`config.mk`:
```
export PLATFORM = sky130hd
export DESIGN_NAME = tag_ram_nway_flat
export DESIGN_NICKNAME = d
export VERILOG_FILES = /design/src/rtl/tag_ram_pkg.sv /design/src/rtl/tag_ram_nway_if.sv /design/src/rtl/tag_ram_way.sv /design/src/rtl/tag_ram_nway.sv /design/src/flat_wrapper.sv
export SDC_FILE = /design/constraint.sdc
export NUM_CORES = 1
export LEC_CHECK = 0
export CAP_MARGIN = 10
export CORE_MARGIN = 5
export CORE_UTILIZATION = 35
export CTS_CLUSTER_DIAMETER = 30
export CTS_CLUSTER_SIZE = 12
export DETAILED_ROUTE_END_ITERATION = 8
export SETUP_SLACK_MARGIN = 0.1
export SLEW_MARGIN = 20
export SYNTH_ARGS = -nofsm -noshare
export SYNTH_HDL_FRONTEND = slang
export SYNTH_SLANG_ARGS = --single-unit
```
`constraint.sdc`:
```
create_clock -name clock -period 4.9 [get_ports clock]
set_clock_uncertainty 0.15 [all_clocks]
set_input_delay 0.98 -clock clock [delete_from_list [all_inputs] [get_ports clock]]
set_output_delay 0.98 -clock clock [all_outputs]
set_load 0.005 [all_outputs]
```
`src/rtl/tag_ram_pkg.sv`:
```
// Shared definitions for the N-way tag RAM.
//   state_e : controller state encoding (INIT = 0, IDLE = 1)
package tag_ram_pkg;

  typedef enum logic [0:0] {
    INIT = 1'b0,
    IDLE = 1'b1
  } state_e;

endpackage : tag_ram_pkg

```
`src/rtl/tag_ram_nway_if.sv`:
```
// Request/response bundle for tag_ram_nway.
//   master drives : rd_en, addr, we[NWAYS], din, cmp_tag
//   slave drives  : ready, dout[NWAYS*DWIDTH], dout_valid, hit[NWAYS]
interface tag_ram_nway_if #(
  parameter int unsigned AWIDTH = 3,
  parameter int unsigned DWIDTH = 9,
  parameter int unsigned NWAYS  = 2
);

  logic                     ready;
  logic                     rd_en;
  logic [AWIDTH-1:0]        addr;
  logic [NWAYS-1:0]         we;
  logic [DWIDTH-1:0]        din;
  logic [DWIDTH-1:0]        cmp_tag;
  logic [NWAYS*DWIDTH-1:0]  dout;
  logic                     dout_valid;
  logic [NWAYS-1:0]         hit;

  modport master (
    output rd_en, addr, we, din, cmp_tag,
    input  ready, dout, dout_valid, hit
  );

  modport slave (
    input  rd_en, addr, we, din, cmp_tag,
    output ready, dout, dout_valid, hit
  );

endinterface : tag_ram_nway_if

```
`src/rtl/tag_ram_way.sv`:
```
// One way of the tag RAM: single-port DEPTH x DWIDTH array with a registered
// write and a write-first registered read.
//   clk, rst_n  : clock, synchronous active-low reset (clears read register)
//   we_i, re_i  : write / read enable for this cycle
//   addr_i      : shared address
//   din_i       : write data
//   rd_word_c   : combinational write-first read word (feeds the tag compare)
//   rdata_o     : registered read data, holds while re_i is low
module tag_ram_way #(
  parameter int unsigned AWIDTH = 3,
  parameter int unsigned DWIDTH = 9
) (
  input  logic              clk,
  input  logic              rst_n,
  input  logic              we_i,
  input  logic              re_i,
  input  logic [AWIDTH-1:0] addr_i,
  input  logic [DWIDTH-1:0] din_i,
  output logic [DWIDTH-1:0] rd_word_c,
  output logic [DWIDTH-1:0] rdata_o
);

  localparam int unsigned DEPTH = 2 ** AWIDTH;

  logic [DWIDTH-1:0] mem_q [DEPTH];
  logic [DWIDTH-1:0] rdata_q;

  // Storage array; contents only ever set by writes (no reset).
  always_ff @(posedge clk) begin
    if (we_i) begin
      mem_q[addr_i] <= din_i;
    end
  end

  // A same-cycle write bypasses the array so the read sees the new data.
  assign rd_word_c = we_i ? din_i : mem_q[addr_i];

  // Read register, cleared by reset and held between reads.
  always_ff @(posedge clk) begin
    if (!rst_n) begin
      rdata_q <= '0;
    end else if (re_i) begin
      rdata_q <= rd_word_c;
    end
  end

  assign rdata_o = rdata_q;

endmodule : tag_ram_way

```
`src/rtl/tag_ram_nway.sv`:
```
// N-way tag RAM with self-initialisation and registered per-way tag compare.
// After reset an internal walker writes INIT_VAL to every address of every
// way (DEPTH cycles); requests are accepted only once ready is high.
//   clock, reset_n : clock, synchronous active-low reset
//   bus (slave)    : rd_en/addr/we/din/cmp_tag in,
//                    ready/dout/dout_valid/hit out (all registered)
module tag_ram_nway
  import tag_ram_pkg::*;
#(
  parameter int unsigned       AWIDTH   = 3,
  parameter int unsigned       DWIDTH   = 9,
  parameter int unsigned       NWAYS    = 2,
  parameter logic [DWIDTH-1:0] INIT_VAL = '0
) (
  input logic            clock,
  input logic            reset_n,
  tag_ram_nway_if.slave  bus
);

  localparam int unsigned       DEPTH     = 2 ** AWIDTH;
  localparam logic [AWIDTH-1:0] LAST_ADDR = AWIDTH'(DEPTH - 1);

  state_e              state_q, state_d;
  logic [AWIDTH-1:0]   init_cnt_q, init_cnt_d;
  logic                ready_q, ready_d;
  logic                valid_q, valid_d;
  logic [NWAYS-1:0]    hit_q, hit_d;

  logic [NWAYS-1:0]    way_we_c;
  logic [AWIDTH-1:0]   way_addr_c;
  logic [DWIDTH-1:0]   way_din_c;
  logic                rd_go_c;
  logic [DWIDTH-1:0]   rd_word [NWAYS];
  logic [DWIDTH-1:0]   rdata   [NWAYS];

  // State and output registers.
  always_ff @(posedge clock) begin
    if (!reset_n) begin
      state_q    <= INIT;
      init_cnt_q <= '0;
      ready_q    <= 1'b0;
      valid_q    <= 1'b0;
      hit_q      <= '0;
    end else begin
      state_q    <= state_d;
      init_cnt_q <= init_cnt_d;
      ready_q    <= ready_d;
      valid_q    <= valid_d;
      hit_q      <= hit_d;
    end
  end

  // Next state, init mux onto the array ports, and tag compare.
  always_comb begin
    state_d    = state_q;
    init_cnt_d = init_cnt_q;
    way_we_c   = '0;
    way_addr_c = bus.addr;
    way_din_c  = bus.din;
    rd_go_c    = 1'b0;

    case (state_q)
      INIT: begin
        // Walk every address once, writing INIT_VAL into all ways.
        way_we_c   = '1;
        way_addr_c = init_cnt_q;
        way_din_c  = INIT_VAL;
        init_cnt_d = init_cnt_q + AWIDTH'(1);
        if (init_cnt_q == LAST_ADDR) begin
          state_d = IDLE;
        end
      end
      IDLE: begin
        way_we_c = bus.we;
        rd_go_c  = bus.rd_en;
      end
      default: begin
        state_d = INIT;
      end
    endcase

    ready_d = (state_d == IDLE);
    valid_d = rd_go_c;

    // Compare against the write-first word so hit lines up with dout.
    hit_d = hit_q;
    if (rd_go_c) begin
      for (int unsigned w = 0; w < NWAYS; w++) begin
        hit_d[w] = (rd_word[w] == bus.cmp_tag);
      end
    end
  end

  // One RAM instance per way; dout is the concatation of the read registers.
  for (genvar w = 0; w < NWAYS; w++) begin : g_way
    tag_ram_way #(
      .AWIDTH (AWIDTH),
      .DWIDTH (DWIDTH)
    ) u_way (
      .clk       (clock),
      .rst_n     (reset_n),
      .we_i      (way_we_c[w]),
      .re_i      (rd_go_c),
      .addr_i    (way_addr_c),
      .din_i     (way_din_c),
      .rd_word_c (rd_word[w]),
      .rdata_o   (rdata[w])
    );

    assign bus.dout[w*DWIDTH +: DWIDTH] = rdata[w];
  end

  assign bus.ready      = ready_q;
  assign bus.dout_valid = valid_q;
  assign bus.hit        = hit_q;

endmodule : tag_ram_nway

```
`src/flat_wrapper.sv`:
```
// flat-port wrapper written by rule: the top's interface ports become plain ports
module tag_ram_nway_flat import tag_ram_pkg::*;
#(
  parameter int unsigned       AWIDTH   = 3,
  parameter int unsigned       DWIDTH   = 9,
  parameter int unsigned       NWAYS    = 2,
  parameter logic [DWIDTH-1:0] INIT_VAL = '0
)
  (clock, reset_n, bus_rd_en, bus_addr, bus_we, bus_din, bus_cmp_tag, bus_ready, bus_dout, bus_dout_valid, bus_hit);
  tag_ram_nway_if #(.AWIDTH(AWIDTH), .DWIDTH(DWIDTH), .NWAYS(NWAYS)) bus_i ();
  input logic clock;
  input logic reset_n;
  input wire logic [$bits(bus_i.rd_en)-1:0] bus_rd_en;
  input wire logic [$bits(bus_i.addr)-1:0] bus_addr;
  input wire logic [$bits(bus_i.we)-1:0] bus_we;
  input wire logic [$bits(bus_i.din)-1:0] bus_din;
  input wire logic [$bits(bus_i.cmp_tag)-1:0] bus_cmp_tag;
  output wire logic [$bits(bus_i.ready)-1:0] bus_ready;
  output wire logic [$bits(bus_i.dout)-1:0] bus_dout;
  output wire logic [$bits(bus_i.dout_valid)-1:0] bus_dout_valid;
  output wire logic [$bits(bus_i.hit)-1:0] bus_hit;
  assign bus_i.rd_en = bus_rd_en;
  assign bus_i.addr = bus_addr;
  assign bus_i.we = bus_we;
  assign bus_i.din = bus_din;
  assign bus_i.cmp_tag = bus_cmp_tag;
  assign bus_ready = bus_i.ready;
  assign bus_dout = bus_i.dout;
  assign bus_dout_valid = bus_i.dout_valid;
  assign bus_hit = bus_i.hit;
  tag_ram_nway #(.AWIDTH(AWIDTH), .DWIDTH(DWIDTH), .NWAYS(NWAYS), .INIT_VAL(INIT_VAL)) u_core (.clock(clock), .reset_n(reset_n), .bus(bus_i));
endmodule
```
* Yosys cells after proc, flatten, opt, wreduce, memory -nomap -nowiden
Memory sizes are Yosys's and may differ from the RTL's. Cells that the tools add are included.
Operators by class: add/subtract/negate cells 1, $mul 0, divide/modulo/power cells 0, order comparisons 0, equal/unequal tests 3, shifts and indexed selects 0, multiplexer cells 12, bitwise operators 1, reduce and logical (&&, ||, !) cells 0
Operator list (count):
- $mux 9 | 3
- $eq 9x9->1 | 2
- $mux 1 | 7
- $pmux 2 s2 | 1
- $add 3x1->3 const B | 1
- $eq 3x3->1 const B | 1
- $mux 3 | 1
- $not 1->1 | 1
Word-level totals: register bits 25, bits in latches 0, bits in writable memories 144, memory bits (read-only) 0, output and inout bits 22, word-level logic and storage cells 25, memories kept 2
Memories:
- u_core.g_way[0].u_way.mem_q | depth 8, bits a word 9, read ports 1, clocked after Yosys merged registers in 0, write ports 1, line tag_ram_way.sv:25 | logic [DWIDTH-1:0] mem_q [DEPTH];
- u_core.g_way[1].u_way.mem_q | depth 8, bits a word 9, read ports 1, clocked after Yosys merged registers in 0, write ports 1, line tag_ram_way.sv:25

* Depth between registers and ports, before layout
word-level depth 4, gate-level depth with buffers 12, depth with buffers taken out 8

* Modules after synthesis
A second synthesis with hierarchy kept.
Unflattened totals: cell total of the unflattened synthesis 492, area total of the unflattened synthesis 7283.2 µm²
Modules (own cells, without submodules):
- tag_ram_way | instances 2, cells an instance 214, area an instance 3358.2 µm²
- tag_ram_nway | instances 1, cells an instance 64, area an instance 566.8 µm²

* Least setup slack after synthesis
Ideal clock, no wire load.
path kind input to register, start input bus_addr[0], end register u_core.hit_q[1], in the netlist u_core.bus.hit[1], library setup time 0.084 ns, data arrival time 2.866 ns, data required time 4.666 ns, slack 1.800 ns, stages on the path 9, path buffers 1, cell sequence buf_1 -> nor2_1 -> a31oi_2 -> o22ai_1 -> o31a_2 -> xnor2_1 -> a2111oi_2 -> nand4_1 -> o31ai_2
Between the ends: word-level cells in the longest chain between the ends 4
Ends and longest elaborated chain:
- start, declared | line flat_wrapper.sv:14 | input wire logic [$bits(bus_i.addr)-1:0] bus_addr;
- $mux 3 | line tag_ram_nway.sv:62 | case (state_q)
- $mem_v2 8x9
- $mux 9 | line tag_ram_way.sv:36 | assign rd_word_c = we_i ? din_i : mem_q[addr_i];
- $eq 9x9->1 | line tag_ram_nway.sv:89 | hit_d[w] = (rd_word[w] == bus.cmp_tag);
- end signal, assigned | line tag_ram_nway.sv:49 | hit_q <= hit_d;
- end, declared | line tag_ram_nway.sv:27 | logic [NWAYS-1:0] hit_q, hit_d;
No other way between the ends. A chain may end at the register's enable or synchronous reset.

* Worst setup path in the final report
start input bus_addr[1], end register u_core.hit_q[1], in the netlist u_core.bus.hit[1]
The elaborated chain is that of the path after synthesis.

==> results.tsv <==
metric	value	unit
synthesized area per cell	13.77	um2
hold_ws	338.3	ps
drt wl/cell	23.52	um
number of synthesized flops with an enable pin	144	
Least-Margin Pin Slew	1069	ps
Root Buffer	clkbuf_16	
DIE AREA	0.02291	mm2
outcome	finished, final reports clean	
Iteration-0 DRC Markers	416	
WP data arrival	4000	ps
Routability Congestion	0.8877	
worst-skew pair later-pin latency	430	ps
starting density of the core	35.70	%
total negative slack	0	ps
multi-input combinational cell area	0.002001	mm2
asr flop ratio synth	0	%
GR Util met1	23.48	%
synthesized cell area	0.006993	mm2
Max Cap Viol	0	
input/output buffers	47	
Final Slew Violations	0	
xor/xnor share of the synthesized area	2.129	%
TritonCTS Buffers	17	
# Post-CTS Setup Buffers	0	
io pins	48	
grt total ovfl	0	
final hold vios	0	
Worst Path Required	5100	ps
clock sinks	169	
core area	0.01959	mm2
DP HPWL	13380	um
Longest Clk Path Bufs	2	
die width	151.4	um
HP Class	register to register	
Startpoint Class	input port	
Leakage	0.002928	uW
number of H-tree levels	4	
hold path depth	2	
Peak Freq	263.0	MHz
crit share post-route	77.61	%
initial antenna violation count	0	
Pwr per Cell Area	385.9	mW/mm2
minimum clock period	3803	ps
DRT Pass-1 Iters	5	
fin area	0.008333	mm2
DR vias/cell	5.498	
worst vdd ir	0.2970	mV
library cells used by synthesis	63	
met3 usage	4.488	%
Reg area	0.004825	mm2
vias in the first global route	4605	
Slew headroom	28.74	%
Reg clk slew, reported paths	70	ps
final setup vio count	0	
flops & latches, synth	169	
Die Span Y	151.4	um
first-pass GRT wire length	29210	um
mux cell area share after synthesis	0.8946	%
filler cell count	1820	
largest net degree at the start of global routing	35	
GR Layer Usage met2	28.21	%
sequential share of the synthesized area	68.99	%
Post-CTS Hold Buffers	0	
DRT antenna net count	0	
via count of the routed design	4574	
R2R depth	7	
Setup CP Type	input port to register	
site row count	51	
worst-path fanout max	15	
Main synth FF type	edfxtp_1	
Compound-Gate Fraction of Synth Area	13.63	%
Layout Nets	582	
syn nets	536	
synthesized instance count	508	
GRT Total Usage	17.71	%
YS warnings	0	
CP Capture Type	register	
final WL	19570	um
post-CTS resize count	0	
dpl cell area	0.007732	mm2
Simple-Gate Fraction of Synth Area	11.54	%
synthesis-to-finish area growth	19.16	%
most crowded layer after global routing	met2	
share of layout cells above drive strength 1	10.41	%
main combinational cell family by area after synthesis	compound AO/OA/AOI/OAI gates	
DRC viols	0	
Ant. Diodes	0	
CTS tree	done	
RSZ-0062 raised after global routing	no	
Post-Synth Adder-Cell Area	0.3578	%
[kinds of logic after synthesis]
logic type / after synthesis
buffers and inverters: 35
xor gates and xnor gates: 17
muxes: 6
AOI/OAI and AO/OA: 127
DFF: 169
adders and majority gates: 2
and+or+nand+nor: 152
[worst max-delay path, stage by stage]
cell             delay (ps)
clkdlybuf4s50_1         780
nor2_1                  120
a31oi_2                 590
o22ai_1                 220
o31ai_1                 460
xor2_1                  160
a2111oi_2               350
nand4_1                 160
o31ai_2                 190
[final cells by class]
type	instances	area share [%]
flip-flops and latches	169	57.90
multi-input cells	304	24.01
repair buffers	60	6.817
clock buffers	17	5.105
well taps	265	3.979
clock inverters	15	2.102
inverters	2	0.09009
[routing by layer]
layer / vias up / wire [um] / share of wire, %
met5: - / 0 / 0
met4: 0 / 478 / 2.4
met3: 30 / 1522 / 7.8
met2: 185 / 9182 / 47
met1: 2287 / 8385 / 43
li1: 2072 / - / -
[sequential cells by signal, summed over array words and instances, names as in the netlist]
register and cells:
u_core.g_way.u_way.mem_q 144, u_core.bus.ready 1, u_core.bus.dout_valid 1, u_core.bus.hit 2, u_core.init_cnt_q 3, u_core.g_way.u_way.rdata_o 18
[through the flow]
stage | setup slack, ps | std cells | utilization [%] | power, uW
floorplan | 1800 | 508 | - | 1781
global placement | 859.5 | 800 | 39.47 | 1876
detailed placement | 702.3 | 800 | 39.47 | 1879
CTS | 1122 | 832 | 42.54 | 3231
global route | 895.9 | 832 | 42.54 | 3318
finish | 1097 | 832 | 42.54 | 3215
[synth_stat cells (all sizes together) (4+ instances only)]
library cell,instances,area (um2)
o31ai,4,35.03
o211a,11,110.1
o2111ai,5,43.79
buf,17,103.9
nand2,46,172.7
o221ai,14,122.6
nor2,34,130.1
dfxtp,25,500.5
a31oi,6,43.79
and2,17,106.4
xnor2,9,78.83
nand2b,4,25.02
o22ai,31,200.2
nand4,5,31.28
nor3,6,30.03
nand3,10,50.05
o31a,4,36.29
a21o,5,37.54
o21ai,12,60.05
mux2i,4,40.04
edfxtp,144,4324
nor2b,4,25.02
nand3b,7,52.55
clkbuf,16,60.06
xor2,8,70.07
a21oi,11,55.05
a22oi,6,55.05
[report_power, final]
| group | switching [uW] | total (uW) | internal, uW | leakage, uW |
|---|---|---|---|---|
| registers | 23.7 | 1630 | 1610 | 0.00166 |
| logic | 145 | 218 | 73.5 | 0.000979 |
| clock network | 595 | 1370 | 770 | 0.000287 |
[path summary, 6_finish.rpt]
path | startpoint | endpoint | slack (ps)
max | bus_addr[1] | u_core.bus.hit[1]$_SDFFE_PN0P_ | 1100
min | u_core.bus.hit[0]$_SDFFE_PN0P_ | u_core.bus.hit[0]$_SDFFE_PN0P_ | 340
max reg2reg | u_core.bus.ready$_SDFF_PN0_ | u_core.bus.hit[1]$_SDFFE_PN0P_ | 1340
min reg2reg | u_core.bus.hit[0]$_SDFFE_PN0P_ | u_core.bus.hit[0]$_SDFFE_PN0P_ | 340
[cells in the final DEF (no fill, tap or decap), types with 10 or more instances in the layout]
cell               n
nor2_1            33
clkbuf_16         17
nand2_1           46
o211a_1           11
clkdlybuf4s50_1   47
buf_4             13
edfxtp_1         144
nand3_1           10
o22ai_1           30
a21oi_1           11
and2_1            16
dfxtp_1           25
o221ai_1          14
Power figures use the tool's default switching activity.
